===== src/rtl/calc_sequencer.sv =====
// Operand/operator sequencer: captures A, opcode and B on ENTER presses, computes and holds the result.
// Optional overflow flag output is built only when CALC_OVF_FLAG_EN is defined.
//
// state    | meaning
// ---------+--------------------------------------------------
// S_GET_A  | waiting for press to capture operand A (state=00)
// S_GET_OP | waiting for press to capture opcode (state=01)
// S_GET_B  | waiting for press to capture operand B (state=10)
// S_CALC   | one-cycle compute, presses ignored (state=10)
// S_SHOW   | result held on display; press chains it as A (state=11)
module calc_sequencer #(
  parameter int N = 8
) (
  input  logic           clk,
  input  logic           reset,
  input  logic [N-1:0]   data_in,
  input  logic           enter,
  input  logic           clear,
  output logic [1:0]     state,
  output logic [2*N-1:0] result,
  output logic [2*N-1:0] display,
  output logic           done
`ifdef CALC_OVF_FLAG_EN
  ,
  output logic           ovf
`endif
);

  typedef enum logic [2:0] {S_GET_A, S_GET_OP, S_GET_B, S_CALC, S_SHOW} st_t;

  st_t            st, st_nxt;
  logic [N-1:0]   a, a_nxt, b, b_nxt;
  logic [1:0]     op, op_nxt;
  logic [2*N-1:0] res_nxt, calc_val;
  logic [N-1:0]   diff;
  logic           done_nxt;
  logic           enter_q;
  logic           press;

  assign press = enter & ~enter_q;
  assign diff  = a - b;

  always_comb begin
    calc_val = '0;
    unique case (op)
      2'b00:   calc_val = {{N{1'b0}}, a} + {{N{1'b0}}, b};
      2'b01:   calc_val = {{N{diff[N-1]}}, diff};
      2'b10:   calc_val = {{N{1'b0}}, a} * {{N{1'b0}}, b};
      default: calc_val = {{N{1'b0}}, a & b};
    endcase
  end

  always_comb begin
    st_nxt   = st;
    a_nxt    = a;
    b_nxt    = b;
    op_nxt   = op;
    res_nxt  = result;
    done_nxt = 1'b0;
    if (clear) begin
      st_nxt  = S_GET_A;
      a_nxt   = '0;
      b_nxt   = '0;
      op_nxt  = '0;
      res_nxt = '0;
    end else begin
      unique case (st)
        S_GET_A: if (press) begin
          a_nxt  = data_in;
          st_nxt = S_GET_OP;
        end
        S_GET_OP: if (press) begin
          op_nxt = data_in[1:0];
          st_nxt = S_GET_B;
        end
        S_GET_B: if (press) begin
          b_nxt  = data_in;
          st_nxt = S_CALC;
        end
        S_CALC: begin
          res_nxt  = calc_val;
          done_nxt = 1'b1;
          st_nxt   = S_SHOW;
        end
        S_SHOW: if (press) begin
          a_nxt  = result[N-1:0];
          st_nxt = S_GET_OP;
        end
        default: st_nxt = S_GET_A;
      endcase
    end
  end

  always_ff @(posedge clk or posedge reset) begin
    if (reset) begin
      st      <= S_GET_A;
      a       <= '0;
      b       <= '0;
      op      <= '0;
      result  <= '0;
      done    <= 1'b0;
      // held ENTER across reset release must not look like a press
      enter_q <= 1'b1;
    end else begin
      st      <= st_nxt;
      a       <= a_nxt;
      b       <= b_nxt;
      op      <= op_nxt;
      result  <= res_nxt;
      done    <= done_nxt;
      enter_q <= enter;
    end
  end

`ifdef CALC_OVF_FLAG_EN
  logic calc_ovf, ovf_nxt;

  always_comb begin
    calc_ovf = 1'b0;
    unique case (op)
      2'b00:   calc_ovf = calc_val[N];
      2'b01:   calc_ovf = (a < b);
      2'b10:   calc_ovf = |calc_val[2*N-1:N];
      default: calc_ovf = 1'b0;
    endcase
  end

  always_comb begin
    ovf_nxt = ovf;
    if (clear)
      ovf_nxt = 1'b0;
    else if (st == S_CALC)
      ovf_nxt = calc_ovf;
    else if (st == S_SHOW && press)
      ovf_nxt = 1'b0;
  end

  always_ff @(posedge clk or posedge reset) begin
    if (reset) ovf <= 1'b0;
    else       ovf <= ovf_nxt;
  end
`endif

  always_comb begin
    state = 2'b00;
    unique case (st)
      S_GET_A:          state = 2'b00;
      S_GET_OP:         state = 2'b01;
      S_GET_B, S_CALC:  state = 2'b10;
      S_SHOW:           state = 2'b11;
      default:          state = 2'b00;
    endcase
  end

  assign display = (st == S_SHOW) ? result : {{N{1'b0}}, data_in};

endmodule


===== config.mk =====
export PLATFORM = sky130hd
export DESIGN_NAME = calc_sequencer
export DESIGN_NICKNAME = d
export VERILOG_FILES = /design/src/rtl/calc_sequencer.sv
export SDC_FILE = /design/constraint.sdc
export NUM_CORES = 1
export LEC_CHECK = 0
export ABC_CLOCK_PERIOD_IN_PS = 6200
export BUFFER_PORTS_ARGS = -buffer_cell sky130_fd_sc_hd__buf_2
export CAP_MARGIN = 20
export CORE_ASPECT_RATIO = 1.5
export CORE_MARGIN = 10
export CORE_UTILIZATION = 61
export CTS_CLUSTER_DIAMETER = 30
export DETAILED_ROUTE_END_ITERATION = 10
export PLACE_DENSITY_LB_ADDON = 0.25
export SYNTH_ARGS = -nofsm -noshare
export SYNTH_HDL_FRONTEND = slang
export SYNTH_SLANG_ARGS = --single-unit

===== constraint.sdc =====
create_clock -name clk -period 6.2 [get_ports clk]
set_input_delay 0.62 -clock clk [delete_from_list [all_inputs] [get_ports clk]]
set_output_delay 0.62 -clock clk [all_outputs]
set_load 0.005 [all_outputs]

Word-level counts from Yosys, hierarchy flattened. Index checks and enable logic that the tools add are counted.

Bits in registers: 39. Bits of input ports: 12. Output and inout port bits: 35. Word-level logic and storage cells: 58.

$add $sub $neg: 2. Multipliers: 1. Equal/unequal tests: 11. Mux-type cells: 21. Bitwise operators: 3. Reductions and logical operators: 13.

Operators by type and width (count): 16-bit 2-to-1 mux (3); 16-bit case mux with 3 select lines (1); 8-bit 2-to-1 mux (5); 8-bit by 8-bit multiplier with 16-bit output (1); 8-bit case mux with 2 select lines (1); 3-bit 2-to-1 mux (4); 3-bit != test (second input constant) (4); 3-bit case mux with 4 select lines (1); 8-bit by 8-bit adder with 9-bit output (1); 8-bit AND (1); 2-bit nonzero test (4); 8-bit subtractor (1); 3-bit by 2-bit equality test with 1-bit output (second input constant) (2); 2-bit 2-to-1 mux (3); 2-bit case mux with 3 select lines (1); 3-bit AND reduction (2); 2-bit AND reduction (2); 2-bit OR reduction (2); 3-bit by 1-bit equality test with 1-bit output (second input constant) (1); 3-bit equality test (second input constant) (1); 3-bit logical NOT (1); 3-bit by 1-bit != test with 1-bit output (second input constant) (1); 3-bit nonzero test (1); 2-bit by 1-bit equality test with 1-bit output (second input constant) (1); 5 further kinds (6).

Logic depth before layout (Yosys ltp).
Word-level depth: 5. Mapped depth: 17. Gate-level depth less buffers: 17.

Worst setup path after synthesis. OpenSTA, ideal clock, no wires.

Kind: register -> register. From: reg a[1]. To: reg result[15]. Arrival: 4.176 ns. Required time: 6.074 ns. Slack: 1.898 ns. Stages on the path, launching flop included: 16. Cells stage by stage: dfrtp_1 -> nand2_1 -> fa_1 -> fa_1 -> inv_1 -> fa_1 -> inv_1 -> fa_1 -> inv_1 -> ha_1 -> o21ai_0 -> o21a_1 -> a211oi_1 -> o41ai_2 -> xnor2_1 -> a221o_1.

Longest elaborated chain between the ends: 4. Elaborated cells on any way between the ends: 5. Those cells by class: 1 x add/sub; 1 x mul; 3 x mux.

RTL lines: from (decl) (RTL line 32) `logic [N-1:0] a, a_nxt, b, b_nxt;`; from (signal assigned) (RTL line 106) `a <= a_nxt;`; 8-bit by 8-bit multiplier with 16-bit output / 8-bit subtractor (equally long branches) (RTL line 48, 41); 16-bit case mux with 3 select lines * (RTL line 45) `unique case (op)`; 16-bit 2-to-1 mux * (RTL line 67) `unique case (st)`; 16-bit 2-to-1 mux * (RTL line 60) `if (clear) begin`; to (signal assigned) (RTL line 109) `result <= res_nxt;`; to (decl) (RTL line 20) `output logic [2*N-1:0] result,`.

Mark *: on every way between the ends. The rest lies on a longest branch, timed or not. The select of a mux whose other input is x is not followed. A chain may end at the register's enable or synchronous reset.

Final worst setup path.
From: reg a[4]. To: reg result[14].

Same word-level chain as after synthesis.

==> results.json <==
{
  "clk_pin_slew_ns": 0.08,
  "rows": 38,
  "cts.sinks": 39,
  "die_h_microns": 126,
  "ys.flop_type": "dfrtp_1",
  "vias_per_cell": 5.86,
  "num-nets-final": 631,
  "dp.cells": 623,
  "overflow": 0,
  "yosysWarnings": 0,
  "ir_drop_mv": 0.172,
  "crit_path_start_kind": "flop",
  "async_flop_share": 1.00,
  "multiInputGateArea_sq_um": 3290,
  "max_freq_mhz": 209,
  "detail_route.wirelength_mm": 11.5,
  "ctsResizeCount": 0,
  "rsz0062_at_grt": "false",
  "htreeDepth": 2,
  "cts_made_buffers": 5,
  "track_usage": 0.205,
  "hold_path.class": "primary input to flop",
  "synth_edf_count": 0,
  "yosysTopAreaCell": "dfrtp_1",
  "core_sq_um": 7270,
  "period_share": 0.771,
  "dr.first_iter.drc_count": 260,
  "wire_per_inst_microns": 18.2,
  "remaining_drc_errors": 0,
  "antenna_cells": 0,
  "place.port_buffers": 46,
  "yosysSeqAreaShare": 0.213,
  "post-route-min-period_ns": 4.78,
  "finalWorstSetupSlack_ns": 1.42,
  "synthCells": 489,
  "dieArea_sq_um": 11500,
  "layout.area.seq_sq_um": 977,
  "root_buffer": "clkbuf_8",
  "finalWeightedCongestion": 0.927,
  "cap_violations": 0,
  "powerDensity_nw_per_um2": 110,
  "synth_seq_cells": 39,
  "p_leak_nw": 2.74,
  "maxSlewViolCount": 0,
  "insertion_delay_ns": 0.30,
  "critPathKind": "flop to flop",
  "synthTopCellsByArea": "dfrtp_1 (21%), fa_1 (17%), ha_1 (14%), and2_1 (6.4%), inv_1 (5.5%)",
  "ctsHoldBuffers": 0,
  "fill_cells": 593,
  "syn-num-nets": 590,
  "pin_count": 47,
  "synth_top_area_share": 0.207,
  "cts.path.max_buffers": 2,
  "synth_cell_types": 58,
  "initial_core_util": 0.631,
  "fin_cells": 631,
  "drtAntennaViolNets": 0,
  "hpwl_mm": 9.19,
  "grt_pass1_wl_mm": 19.6,
  "antenna_found_initial": 0,
  "fin_skew_ns": 0.0114,
  "cp.required_ns": 6.38,
  "whs_ns": 0.414,
  "drt_pre_antenna_iters": 4,
  "hold_viol": 0,
  "syn_area_sq_um": 4590,
  "finalInstanceArea_sq_um": 5000,
  "drive_gt1_frac": 0.145,
  "grt_max_degree": 40,
  "cts_setup_buffers": 0,
  "cts_tree": "built",
  "cp-end-kind": "flop",
  "vias": 3700,
  "die_w_microns": 90.9,
  "cp.arrival_ns": 4.96,
  "crit_path_max_fanout": 10,
  "dp_slack_ns": 1.50,
  "syn_area_per_cell_sq_um": 9.39,
  "finalSetupViolations": 0,
  "slew_headroom": 0.305,
  "status": "finished, final reports clean",
  "grt_pass1_vias": 4124,
  "fin_tns_setup_ns": 0,
  "tightest_slew_ns": 1.03,
  "syn_to_final_growth_pct": 8.93,
  "placed_area_sq_um": 4890
}
layout by cell type, fill, tap and decap left out, types with 5 or more instances in the layout:
| master | n |
|---|---|
| o21ai_0 | 9 |
| inv_1 | 67 |
| fa_1 | 38 |
| nor2_1 | 40 |
| buf_2 | 46 |
| nor3_1 | 7 |
| ha_1 | 51 |
| a21oi_1 | 22 |
| nand2_1 | 28 |
| and2_1 | 47 |
| clkbuf_8 | 5 |
| mux2_2 | 10 |
| nand3_1 | 9 |
| a21o_1 | 6 |
| o31ai_1 | 5 |
| dfrtp_1 | 38 |
| a221o_1 | 9 |
| mux2i_1 | 21 |
| xnor2_1 | 12 |
worst max-delay path, stage by stage (launching register included):
cell     delay [ns]
dfrtp_1        0.51
ha_1           0.35
fa_1           0.57
fa_1           0.44
fa_1           0.54
inv_1          0.05
fa_1           0.54
inv_1          0.05
ha_1           0.33
nand2_1        0.10
o21ai_0        0.28
nand2_1        0.14
o21ai_0        0.30
xor2_1         0.11
a221o_1        0.36
per-layer routing:
metal  global-route usage  up-vias  share of wire
li1                     -     1738              -
met1                0.245     1842           0.42
met2                0.363      100           0.51
met3               0.0262       20          0.041
met4               0.0833        0          0.026
met5                    0        -              0
sequential cells by signal (all words and copies together) (netlist names):
| name | count |
|---|---|
| b | 8 |
| st | 3 |
| result | 16 |
| enter_q | 1 |
| a | 8 |
| done | 1 |
| op | 2 |
cell type report:
type / instances / area share
multi-input combinational: 369 / 0.658
timing repair buffer: 48 / 0.0490
clock inverter: 3 / 0.00875
clock buffer: 5 / 0.0138
sequential: 39 / 0.195
tap: 100 / 0.0250
inverter: 67 / 0.0503
synth_stat cells, drive strengths merged, types with 2 or more instances:
| cell | instances |
|---|---|
| a211oi | 4 |
| a21o | 6 |
| a21oi | 23 |
| a221o | 9 |
| a311o | 2 |
| a32oi | 2 |
| and2 | 47 |
| and3 | 2 |
| buf | 9 |
| clkbuf | 5 |
| dfrtp | 38 |
| fa | 38 |
| ha | 51 |
| inv | 67 |
| mux2 | 10 |
| mux2i | 21 |
| nand2 | 28 |
| nand3 | 9 |
| nand3b | 2 |
| nor2 | 40 |
| nor2b | 4 |
| nor3 | 9 |
| o211ai | 4 |
| o21a | 4 |
| o21ai | 10 |
| o21bai | 3 |
| o31ai | 5 |
| o41ai | 3 |
| xnor2 | 12 |
| xor2 | 4 |
kinds of logic after synthesis:
logic type	count (synthesis)	synth area share
compound gates	83	0.136
xor+xnor	16	0.0305
fa+ha+maj	89	0.305
buf+inv	81	0.0706
flops	39	0.213
mux	32	0.0752
simple gates	149	0.171
power breakdown:
| group | total, mW | internal [mW] | switching [mW] |
|---|---|---|---|
| Combinational | 0.0661 | 0.0272 | 0.0389 |
| Clock | 0.215 | 0.120 | 0.0948 |
| Sequential | 0.270 | 0.258 | 0.0121 |
stage by stage:
| step | utilization | total power [mW] |
|---|---|---|
| floorplan | - | 0.319 |
| detailed placement | 0.672 | 0.341 |
| global placement | 0.672 | 0.340 |
| finish | 0.688 | 0.551 |
| global route | 0.688 | 0.569 |
| CTS | 0.688 | 0.552 |
worst paths after layout:
| path | start | slack (ns) | depth (start not counted) | endpoint |
|---|---|---|---|---|
| setup / recovery | a[4] | 1.42 | 14 | result[14] |
| hold / removal | enter | 0.41 | 1 | enter_q |
| setup reg to reg | a[4] | 1.42 | 14 | result[14] |
| hold reg to reg | result[2] | 0.52 | 2 | result[2] |
| max in group asynchronous | reset | 5.42 | 3 | a[4] |
| min in group asynchronous | reset | 0.43 | 3 | st[2] |
Power figures use the tool's default switching activity.
